$ cat config.mk
export PLATFORM = sky130hd
export DESIGN_NAME = cache_arbiter_flat
export DESIGN_NICKNAME = d
export VERILOG_FILES = /design/src/rtl/cache_arbiter_if.sv /design/src/rtl/cache_arbiter.sv /design/src/flat_wrapper.sv
export SDC_FILE = /design/constraint.sdc
export NUM_CORES = 1
export LEC_CHECK = 0
export ABC_AREA = 1
export BUFFER_PORTS_ARGS = -buffer_cell sky130_fd_sc_hd__buf_2
export CAP_MARGIN = 10
export CORE_AREA = 2 2 325 327
export DETAILED_ROUTE_END_ITERATION = 12
export DIE_AREA = 0 0 327 329
export SYNTH_ARGS = -nofsm -noshare
export SYNTH_HDL_FRONTEND = slang
export SYNTH_SLANG_ARGS = --single-unit
export TNS_END_PERCENT = 1
$ cat constraint.sdc
create_clock -name clk -period 1.28 [get_ports clk]
set_input_delay 0.128 -clock clk [delete_from_list [all_inputs] [get_ports clk]]
set_output_delay 0.128 -clock clk [all_outputs]
set_load 0.005 [all_outputs]
$ cat src/rtl/cache_arbiter_if.sv
// Cache-line memory bus shared by the I-cache, the D-cache and the backing memory port.
//
// Signals:
//   read, write  line read / writeback command (master -> slave)
//   address      byte address of the line      (master -> slave)
//   wdata        writeback line data           (master -> slave)
//   rdata        returned line data            (slave -> master)
//   resp         one-cycle completion strobe   (slave -> master)
//
// Modports: master issues commands; slave answers them.
interface cache_arbiter_if #(
  parameter int unsigned ADDR_WIDTH = 16,
  parameter int unsigned LINE_WIDTH = 128
);
  logic                  read;
  logic                  write;
  logic [ADDR_WIDTH-1:0] address;
  logic [LINE_WIDTH-1:0] wdata;
  logic [LINE_WIDTH-1:0] rdata;
  logic                  resp;

  modport master (output read, output write, output address, output wdata,
                  input rdata, input resp);
  modport slave  (input read, input write, input address, input wdata,
                  output rdata, output resp);
endinterface

$ cat src/rtl/cache_arbiter.sv
// Arbitrates one physical-memory port between an I-cache and a D-cache.
// An idle request is granted one cycle later. The grant is held until the
// memory returns resp, which sends the arbiter back to idle for at least one
// cycle. While a cache is being served, the command follows that cache's live inputs.
//
// Ports:
//   clk     rising-edge clock
//   reset   asynchronous, active-high reset
//   i_pmem  I-cache bus (slave side; the write and wdata inputs are ignored)
//   d_pmem  D-cache bus (slave side)
//   pmem    shared memory bus (master side)
//
// Configuration:
//   CACHE_ARB_ROUND_ROBIN_EN  when defined, ties alternate using a last_grant bit.
//                             When undefined, the D-cache always wins ties.
module cache_arbiter #(
  parameter int unsigned ADDR_WIDTH = 16,
  parameter int unsigned LINE_WIDTH = 128
) (
  input  logic             clk,
  input  logic             reset,
  cache_arbiter_if.slave   i_pmem,
  cache_arbiter_if.slave   d_pmem,
  cache_arbiter_if.master  pmem
);

  typedef enum logic [1:0] {StIdle, StServeI, StServeD} state_e;

  state_e state_q, state_d;
  logic   i_req, d_req, tie_pick_d;

  assign i_req = i_pmem.read;
  assign d_req = d_pmem.read | d_pmem.write;

`ifdef CACHE_ARB_ROUND_ROBIN_EN
  // 1 = D was granted last, 0 = I was granted last.
  logic last_grant_q, last_grant_d;

  assign tie_pick_d = ~last_grant_q;

  always_ff @(posedge clk or posedge reset) begin
    if (reset) begin
      last_grant_q <= 1'b0;
    end else begin
      last_grant_q <= last_grant_d;
    end
  end
`else
  assign tie_pick_d = 1'b1;
`endif

  always_ff @(posedge clk or posedge reset) begin
    if (reset) begin
      state_q <= StIdle;
    end else begin
      state_q <= state_d;
    end
  end

  always_comb begin
    state_d = state_q;
`ifdef CACHE_ARB_ROUND_ROBIN_EN
    last_grant_d = last_grant_q;
`endif
    unique case (state_q)
      StIdle: begin
        // A resp that arrives while idle (for example after a reset) is ignored.
        if (d_req && (!i_req || tie_pick_d)) begin
          state_d = StServeD;
`ifdef CACHE_ARB_ROUND_ROBIN_EN
          last_grant_d = 1'b1;
`endif
        end else if (i_req) begin
          state_d = StServeI;
`ifdef CACHE_ARB_ROUND_ROBIN_EN
          last_grant_d = 1'b0;
`endif
        end
      end
      StServeI, StServeD: begin
        if (pmem.resp) begin
          state_d = StIdle;
        end
      end
      default: state_d = StIdle;
    endcase
  end

  always_comb begin
    pmem.read    = 1'b0;
    pmem.write   = 1'b0;
    pmem.address = {ADDR_WIDTH{1'b0}};
    pmem.wdata   = {LINE_WIDTH{1'b0}};
    unique case (state_q)
      StServeI: begin
        pmem.read    = 1'b1;
        pmem.address = i_pmem.address;
      end
      StServeD: begin
        // A write with read also asserted is a writeback only.
        pmem.read    = d_pmem.read & ~d_pmem.write;
        pmem.write   = d_pmem.write;
        pmem.address = d_pmem.address;
        pmem.wdata   = d_pmem.wdata;
      end
      default: ;
    endcase
  end

  assign i_pmem.rdata = pmem.rdata;
  assign d_pmem.rdata = pmem.rdata;
  assign i_pmem.resp  = pmem.resp & (state_q == StServeI);
  assign d_pmem.resp  = pmem.resp & (state_q == StServeD);

  // The I-cache never writes.
  logic unused_i_write;
  assign unused_i_write = ^{i_pmem.write, i_pmem.wdata};

endmodule

$ cat src/flat_wrapper.sv
// flat-port wrapper written by rule: the top's interface ports become plain ports
module cache_arbiter_flat 
#(
  parameter int unsigned ADDR_WIDTH = 16,
  parameter int unsigned LINE_WIDTH = 128
)
  (clk, reset, i_pmem_read, i_pmem_write, i_pmem_address, i_pmem_wdata, i_pmem_rdata, i_pmem_resp, d_pmem_read, d_pmem_write, d_pmem_address, d_pmem_wdata, d_pmem_rdata, d_pmem_resp, pmem_read, pmem_write, pmem_address, pmem_wdata, pmem_rdata, pmem_resp);
  cache_arbiter_if #(.ADDR_WIDTH(ADDR_WIDTH), .LINE_WIDTH(LINE_WIDTH)) i_pmem_i ();
  cache_arbiter_if #(.ADDR_WIDTH(ADDR_WIDTH), .LINE_WIDTH(LINE_WIDTH)) d_pmem_i ();
  cache_arbiter_if #(.ADDR_WIDTH(ADDR_WIDTH), .LINE_WIDTH(LINE_WIDTH)) pmem_i ();
  input  logic clk;
  input  logic reset;
  input wire logic [$bits(i_pmem_i.read)-1:0] i_pmem_read;
  input wire logic [$bits(i_pmem_i.write)-1:0] i_pmem_write;
  input wire logic [$bits(i_pmem_i.address)-1:0] i_pmem_address;
  input wire logic [$bits(i_pmem_i.wdata)-1:0] i_pmem_wdata;
  output wire logic [$bits(i_pmem_i.rdata)-1:0] i_pmem_rdata;
  output wire logic [$bits(i_pmem_i.resp)-1:0] i_pmem_resp;
  input wire logic [$bits(d_pmem_i.read)-1:0] d_pmem_read;
  input wire logic [$bits(d_pmem_i.write)-1:0] d_pmem_write;
  input wire logic [$bits(d_pmem_i.address)-1:0] d_pmem_address;
  input wire logic [$bits(d_pmem_i.wdata)-1:0] d_pmem_wdata;
  output wire logic [$bits(d_pmem_i.rdata)-1:0] d_pmem_rdata;
  output wire logic [$bits(d_pmem_i.resp)-1:0] d_pmem_resp;
  output wire logic [$bits(pmem_i.read)-1:0] pmem_read;
  output wire logic [$bits(pmem_i.write)-1:0] pmem_write;
  output wire logic [$bits(pmem_i.address)-1:0] pmem_address;
  output wire logic [$bits(pmem_i.wdata)-1:0] pmem_wdata;
  input wire logic [$bits(pmem_i.rdata)-1:0] pmem_rdata;
  input wire logic [$bits(pmem_i.resp)-1:0] pmem_resp;
  assign i_pmem_i.read = i_pmem_read;
  assign i_pmem_i.write = i_pmem_write;
  assign i_pmem_i.address = i_pmem_address;
  assign i_pmem_i.wdata = i_pmem_wdata;
  assign i_pmem_rdata = i_pmem_i.rdata;
  assign i_pmem_resp = i_pmem_i.resp;
  assign d_pmem_i.read = d_pmem_read;
  assign d_pmem_i.write = d_pmem_write;
  assign d_pmem_i.address = d_pmem_address;
  assign d_pmem_i.wdata = d_pmem_wdata;
  assign d_pmem_rdata = d_pmem_i.rdata;
  assign d_pmem_resp = d_pmem_i.resp;
  assign pmem_read = pmem_i.read;
  assign pmem_write = pmem_i.write;
  assign pmem_address = pmem_i.address;
  assign pmem_wdata = pmem_i.wdata;
  assign pmem_i.rdata = pmem_rdata;
  assign pmem_i.resp = pmem_resp;
  cache_arbiter #(.ADDR_WIDTH(ADDR_WIDTH), .LINE_WIDTH(LINE_WIDTH)) u_core (.clk(clk), .reset(reset), .i_pmem(i_pmem_i), .d_pmem(d_pmem_i), .pmem(pmem_i));
endmodule
==> qor.yml, run 1 <==
yosys:
  yosys_warnings: 0
  syn-cell-area_um2: 3460
  synth-edff-count: 0
  async_reset_ff_share_pct: 100
  post-synth-top-area-cell: "buf_4"
  syn_nets: 1040
  syn-instance-count: 613
  synth_area_leaders: "buf_4, nand2_1, inv_1, buf_6, a21oi_1"
  synth_seq_cells: 2
  yosys.cell_types.count: 13
  ys_seq_area_share_pct: 1.44
  yosysMostFrequentCell: "buf_4"
  yosys-top-cells-count: "buf_4, nand2_1, inv_1"
  synth_top_area_share_pct: 56.3
  syn_area_per_cell_um2: 5.65
  synthFlopType: "dfrtp_1"
sta:
  layout_setup_ws_ns: -0.364
  fin_skew_ns: 0.00155
  finalHoldViolCount: 0
  hold_ws_ns: 0.211
  fmax_ghz: 0.608
  worstMarginPinSlew_ns: 0.272
  relSlewSlack_pct: 81.8
  setup_violations: 148
  rsz0062_at_grt: "true"
  finalCritPeriodShare_pct: 128
  drv_slew: 0
  post-route-min-period_ns: 1.64
floorplanning:
  pin_count: 827
  coreArea_um2: 104000
  die_w_um: 327
  std_cell_rows: 119
  die_height_um: 329
  initial_core_util_pct: 3.32
  die_area_um2: 108000
critical_path:
  endpoint_kind: "output port"
  r2r_end: "u_core.state_q[0]$_DFFE_PP0P_"
  critical_path_class: "flop to output port"
  rr_startpoint: "u_core.state_q[0]$_DFFE_PP0P_"
  r2r_slack_ns: 0.08
  worst-path-max-fanout: 7
  reg2reg_depth: 7
  cp.arrival_ns: 1.52
  critPathLaunchType: "flop"
  required_ns: 1.15
layout:
  design_area_um2: 5740
  utilization_pct: 5.50
  drive_above_1_share_pct: 59.3
  area_growth_pct: 65.7
  fillCellCount: 12400
  largest_reg_flops: 2
  reg.largest.list: "u_core.state_q x2"
  largest_register: "u_core.state_q"
  final_nets: 1104
route:
  drt-initial-drc-count: 100
  vias: 3955
  drcViolationCount: 0
  vias_per_cell: 1.90
  dr.pass1.iters: 4
  routedWlPerCell_um: 22.7
  routed_wl_mm: 47.3
  drtAntennaViolNets: 0
global_route:
  grt_pass1_vias: 3730
  grt_usage_pct: 8.35
  grt_max_degree: 27
  grt_util_met1_pct: 7.16
  use_met2_pct: 13.9
  grt_busiest_layer: "met2"
  met3_usage_pct: 7.27
  overflow: 0
  grt_antenna_before_repair: 84
  grt_pass1_wl_mm: 54.4
clocking:
  htree_levels: 1
  path_clk_slew_ns: 0.03
  ctsLongestPathBuffers: 2
  clock-sinks: 2
  root_buffer: "clkbuf_16"
  cts_tree: "done"
  insertion_delay_ns: 0.22
  numCtsBuffers: 3
placement:
  dp_hpwl_mm: 44.0
  io_buffer_count: 313
  gp_congestion: 0.824
  dp_slack_ns: -0.287
  place_area_um2: 4860
power_and_ir_drop:
  leakage_nw: 3.16
  p_per_area_nw_per_um2: 1380
  ir_drop_v: 0.00122
  p_total_mw: 7.90
min_path:
  hold_start: "i_pmem_read"
  hold_end: "u_core.state_q[0]$_DFFE_PP0P_"
  hp-class: "input pin to flop"
  hold_depth: 3
job:
  drv_cap: 0
status:
  outcome: "finished with violations"
  violations: "negative setup slack"
## layout make-up
cell class	instances	area, um^2	share of cell area [%]
Clock buffer	3	75.1	1.31
Antenna cell	12	30.0	0.523
Timing Repair Buffer	335	2370	41.2
Sequential cell	2	51.3	0.894
Multi-Input combinational cell	197	950	16.5
Inverter	138	526	9.16
Tap cell	1391	1740	30.3
## what timing repair did
action                                  CTS  global route
buffers inserted                          3             1
gates cloned                              3             1
hold buffers                              1             0
pin swaps                                 0             2
endpoints found under the setup margin  150           150
hold endpoints to repair                  2             0
gates resized for setup                 153            64
## worst max-delay path by stage
stage,from,to,slack (ns),cells past startpoint
6_report,u_core.state_q[1]$_DFFE_PP0P_,pmem_wdata[93],-0.36,7
3_3_place_gp,u_core.state_q[0]$_DFFE_PP0P_,pmem_address[13],-0.23,6
5_1_grt,u_core.state_q[0]$_DFFE_PP0P_,pmem_wdata[115],-0.42,8
4_1_cts,u_core.state_q[0]$_DFFE_PP0P_,pmem_wdata[0],-0.42,7
2_1_floorplan,u_core.state_q[1]$_DFFE_PP0P_,pmem_address[0],0.03,5
3_5_place_dp,u_core.state_q[0]$_DFFE_PP0P_,pmem_address[13],-0.29,6
## kinds of logic (layout without fill, tap and decap cells)
logic type / count (synthesis) / in the layout / synth area share (%)
buffers and inverters: 414 / 476 / 75.4
AND/OR/NAND/NOR: 176 / 176 / 19.2
AO/OA/AOI/OAI: 17 / 17 / 2.46
flip-flops: 2 / 2 / 1.44
adder cells (fa/ha/maj): 4 / 4 / 1.44
other: 0 / 12 / 0
## cells in the final DEF (no fill, tap or decap), types with 2 or more instances in the layout
cell type  count
nand2_1      150
buf_16         4
a21oi_1        9
buf_12         6
inv_1        109
nand2_4        3
a21oi_2        8
inv_2         28
nor2_1         3
diode_2       12
nand2_2       18
clkbuf_16      4
buf_6         70
buf_8          2
buf_4         11
ha_4           4
buf_2        240
## per-layer routing
metal / wire, um / up-vias
met3: 9880 / 225
li1: - / 1590
met4: 2310 / 72
met5: 531 / -
met2: 21400 / 483
met1: 13100 / 1585
## stage by stage
stage                     TNS, ns  std cells
after CTS                  -49.46       2065
after floorplan                 0        613
after global placement     -19.80       2055
final                      -40.72       2078
after detailed placement   -24.46       2055
after global routing       -53.28       2071
## worst max-delay path, stage by stage, from the launching register on
cell	delay, ns
dfrtp_2	0.43
ha_4	0.18
buf_12	0.15
buf_8	0.14
clkbuf_16	0.15
nand2_1	0.07
inv_2	0.04
buf_6	0.12
## report_power, final
part	internal, mW	total [mW]	leakage (nW)	switching, mW
clock network	0.398	0.474	0.0370	0.0765
logic	3.38	7.30	3.10	3.92
registers	0.0881	0.119	0.0247	0.0309
total	3.87	7.90	3.16	4.03
Note: power is estimated with default switching activity, not from simulation.
==> run 2, diff against run 1 <==
--- a/config.mk
+++ b/config.mk
@@ -8,9 +8,10 @@
 export ABC_AREA = 1
 export BUFFER_PORTS_ARGS = -buffer_cell sky130_fd_sc_hd__buf_2
 export CAP_MARGIN = 10
-export CORE_AREA = 2 2 325 327
+export CORE_AREA = 2 2 320 322
+export CTS_BUF_LIST = sky130_fd_sc_hd__clkbuf_8
 export DETAILED_ROUTE_END_ITERATION = 12
-export DIE_AREA = 0 0 327 329
+export DIE_AREA = 0 0 322 324
 export SYNTH_ARGS = -nofsm -noshare
 export SYNTH_HDL_FRONTEND = slang
 export SYNTH_SLANG_ARGS = --single-unit
==> constraint.sdc (replaced) <==
create_clock -name clk -period 1.8 [get_ports clk]
set_input_delay 0.18 -clock clk [delete_from_list [all_inputs] [get_ports clk]]
set_output_delay 0.18 -clock clk [all_outputs]
set_load 0.005 [all_outputs]
==> run 2 against run 1 <==
  * The flow now finishes without violations
  * Count of clock-buffer cells in the layout did not move
  * Critical path depth unchanged
  * Setup slack improved by 0.43 ns
  * Combinational power shrank 39%
  * Critical endpoint is now pmem_wdata[33]
  * Largest cell class unchanged
  * Largest power group unchanged
==> qor.yml, run 2 (synthesis results as in run 1) <==
route:
  routed_wl_mm: 46.7  # -1.1%
  drt-initial-drc-count: 115  # +15%
  routedWlPerCell_um: 23.3  # +2.6%
  vias_per_cell: 1.96  # +3.0%
  vias: 3928  # -0.68%
  dr.pass1.iters: 4  # unchanged
  drcViolationCount: 0  # unchanged
  drtAntennaViolNets: 0  # unchanged
sta:
  relSlewSlack_pct: 82.2  # +0.44 points
  setup_violations: 0  # -100%
  post-route-min-period_ns: 1.74
  fin_skew_ns: 0.000523  # -0.00103 ns
  drv_slew: 0  # unchanged
  fmax_ghz: 0.576
  tns_ns: 0  # +40.72 ns
  rsz0062_at_grt: "true"
  worstMarginPinSlew_ns: 0.266  # -0.00655 ns
  finalCritPeriodShare_pct: 96.5
  finalHoldViolCount: 0  # unchanged
clocking:
  insertion_delay_ns: 0.21  # about the same
  cts_tree: "done"
  path_clk_slew_ns: 0.03  # about the same
  htree_levels: 1  # unchanged
  root_buffer: "clkbuf_8"
  clock-sinks: 2  # unchanged
  numCtsBuffers: 3  # unchanged
  ctsLongestPathBuffers: 2  # unchanged
layout:
  fillCellCount: 12100  # -2.4%
  design_area_um2: 5100  # -11%
  area_growth_pct: 47.2
  layout.area.seq_um2: 51.3  # unchanged
  largest_reg_flops: 2  # unchanged
  stdcell_count: 2003  # -3.6%
  drive_above_1_share_pct: 50.9  # -8.4 points
  multi_input_comb_area_um2: 817  # -14%
  final_common_cell: "buf_2"
  final_cell_mix: "buf_2, nand2_1, inv_1"
  final_nets: 1099  # -0.45%
  largest_register: "u_core.state_q"
  reg.largest.list: "u_core.state_q x2"
min_path:
  hp-class: "input pin to flop"
  hold_start: "i_pmem_read"
critical_path:
  worst-path-buf-inv: 5  # unchanged
  worst-path-max-fanout: 19  # +12
  critPathLaunchType: "flop"
  path_delay_family: "buffers and inverters"
  required_ns: 1.62  # +0.47 ns
  cp_cell_sequence: "inv_2 -> ha_4 -> buf_6 -> buf_12 -> nand2_1 -> inv_1 -> buf_2"
  rr_startpoint: "u_core.state_q[1]$_DFFE_PP0P_"
  cpPeakStageDelay_ns: 0.39  # -0.04 ns
  cp.arrival_ns: 1.56  # +0.04 ns
  critical_path_class: "flop to output port"
  crit_slowest_cell: "dfrtp_1"
  endpoint_kind: "output port"
  crit_start: "u_core.state_q[0]$_DFFE_PP0P_"
placement:
  place_area_um2: 4730  # -2.7%
  dp_hpwl_mm: 44.3  # +0.66%
  gp_congestion: 0.760  # -7.8%
  placed_cells: 1968  # -4.2%
  io_buffer_count: 313  # unchanged
power_and_ir_drop:
  power_frac_comb_pct: 94.4  # +1.9 points
  p_int_mw: 1.94  # -50%
  p_per_area_nw_per_um2: 921  # -33%
  ir_drop_v: 0.000779  # -36%
  switchingPower_mw: 2.75  # -32%
  pwr-share-clk_pct: 3.8  # -2.2 points
  p_sw_share_pct: 58.6  # +7.6 points
  seqPwrFrac_pct: 1.8  # +0.3 points
  leakage_nw: 3.04  # -3.9%
global_route:
  grt_pass1_vias: 3754  # +0.64%
  overflow: 0  # unchanged
  grt_pass1_wl_mm: 53.7  # -1.2%
  grt_usage_pct: 8.51  # +0.16 points
  grt_max_degree: 27  # unchanged
  grt_antenna_before_repair: 88  # +4.8%
floorplanning:
  std_cell_rows: 117  # -1.7%
  pin_count: 827  # unchanged
  die_area_um2: 104000  # -3.0%
  die_w_um: 322  # -1.5%
  initial_core_util_pct: 3.43  # +0.11 points
  coreArea_um2: 101000  # -3.2%
  die_height_um: 324  # -1.5%
job:
  drv_cap: 0  # unchanged
status:
  outcome: "completed"
==> run 2: cell types whose count changed in the layout (fill, tap and decap cells not counted), sizes merged <==
cell	change
diode	+12
inv	-1
buf	-9
clkbuf	+4
clkinv	+1
==> run 2: per-stage QoR <==
step | hold slack, ns | worst slack, ns | util, % | power, mW
finish | 0.252 | 0.0636 | 5.05 | 4.70
global route | 0.273 | -0.0453 | 5.02 | 5.26
CTS | 0.256 | -0.00749 | 4.90 | 5.08
detailed placement | 0.0481 | 0.0908 | 4.68 | 4.51
global placement | 0.0420 | 0.111 | 4.68 | 4.49
floorplan | -0.0788 | 0.437 | - | 2.18
==> run 2: power groups by stage <==
stage / Sequential [mW] / Clock (mW) / Combinational, mW
6_report: 0.0839 / 0.178 / 4.44
5_1_grt: 0.0866 / 0.185 / 4.99
3_5_place_dp: 0.0818 / 0 / 4.43
4_1_cts: 0.0829 / 0.179 / 4.82
2_1_floorplan: 0.0722 / 0 / 2.11
3_3_place_gp: 0.0785 / 0 / 4.41
==> run 2: repair_timing <==
action / CTS / global route
cloned: 1 / 0
buffers inserted: 6 / 2
endpoints found under the hold margin: 2 / 0
endpoints found under the setup margin: 110 / 85
gates resized for setup: 36 / 47
hold buffers: 1 / 0
==> run 2: path summary, 6_finish.rpt <==
| kind | endpoint | depth (start not counted) | slack, ns |
|---|---|---|---|
| worst max-delay path | pmem_wdata[33] | 7 | 0.06 |
| worst min-delay path | u_core.state_q[0]$_DFFE_PP0P_ | 3 | 0.25 |
| worst max register to register | u_core.state_q[1]$_DFFE_PP0P_ | 6 | 0.58 |
| worst min register to register | u_core.state_q[0]$_DFFE_PP0P_ | 2 | 0.54 |
| max in group asynchronous | u_core.state_q[1]$_DFFE_PP0P_ | 3 | 1.18 |
| min in group asynchronous | u_core.state_q[1]$_DFFE_PP0P_ | 3 | 0.50 |
==> run 2: tightest hold or removal path, stage by stage <==
cell     delay [ns]
buf_2          0.11
nand4_1        0.08
nand2_1        0.06
==> run 2: area by class of cell <==
| class | count | area share [%] |
|---|---|---|
| repair buffers | 330 | 38.7 |
| well taps | 1309 | 32.1 |
| multi-input cells | 197 | 16.0 |
| inverters | 138 | 10.2 |
| diodes | 24 | 1.18 |
| flip-flops and latches | 2 | 1.01 |
| clock buffers | 3 | 0.810 |
==> run 2: metal layers <==
metal | vias up | GRT usage [%] | wire length (um)
li1 | 1601 | - | -
met1 | 1543 | 6.57 | 11600
met2 | 469 | 15.2 | 22500
met3 | 237 | 7.11 | 9610
met4 | 78 | 3.64 | 2470
met5 | - | 0 | 538
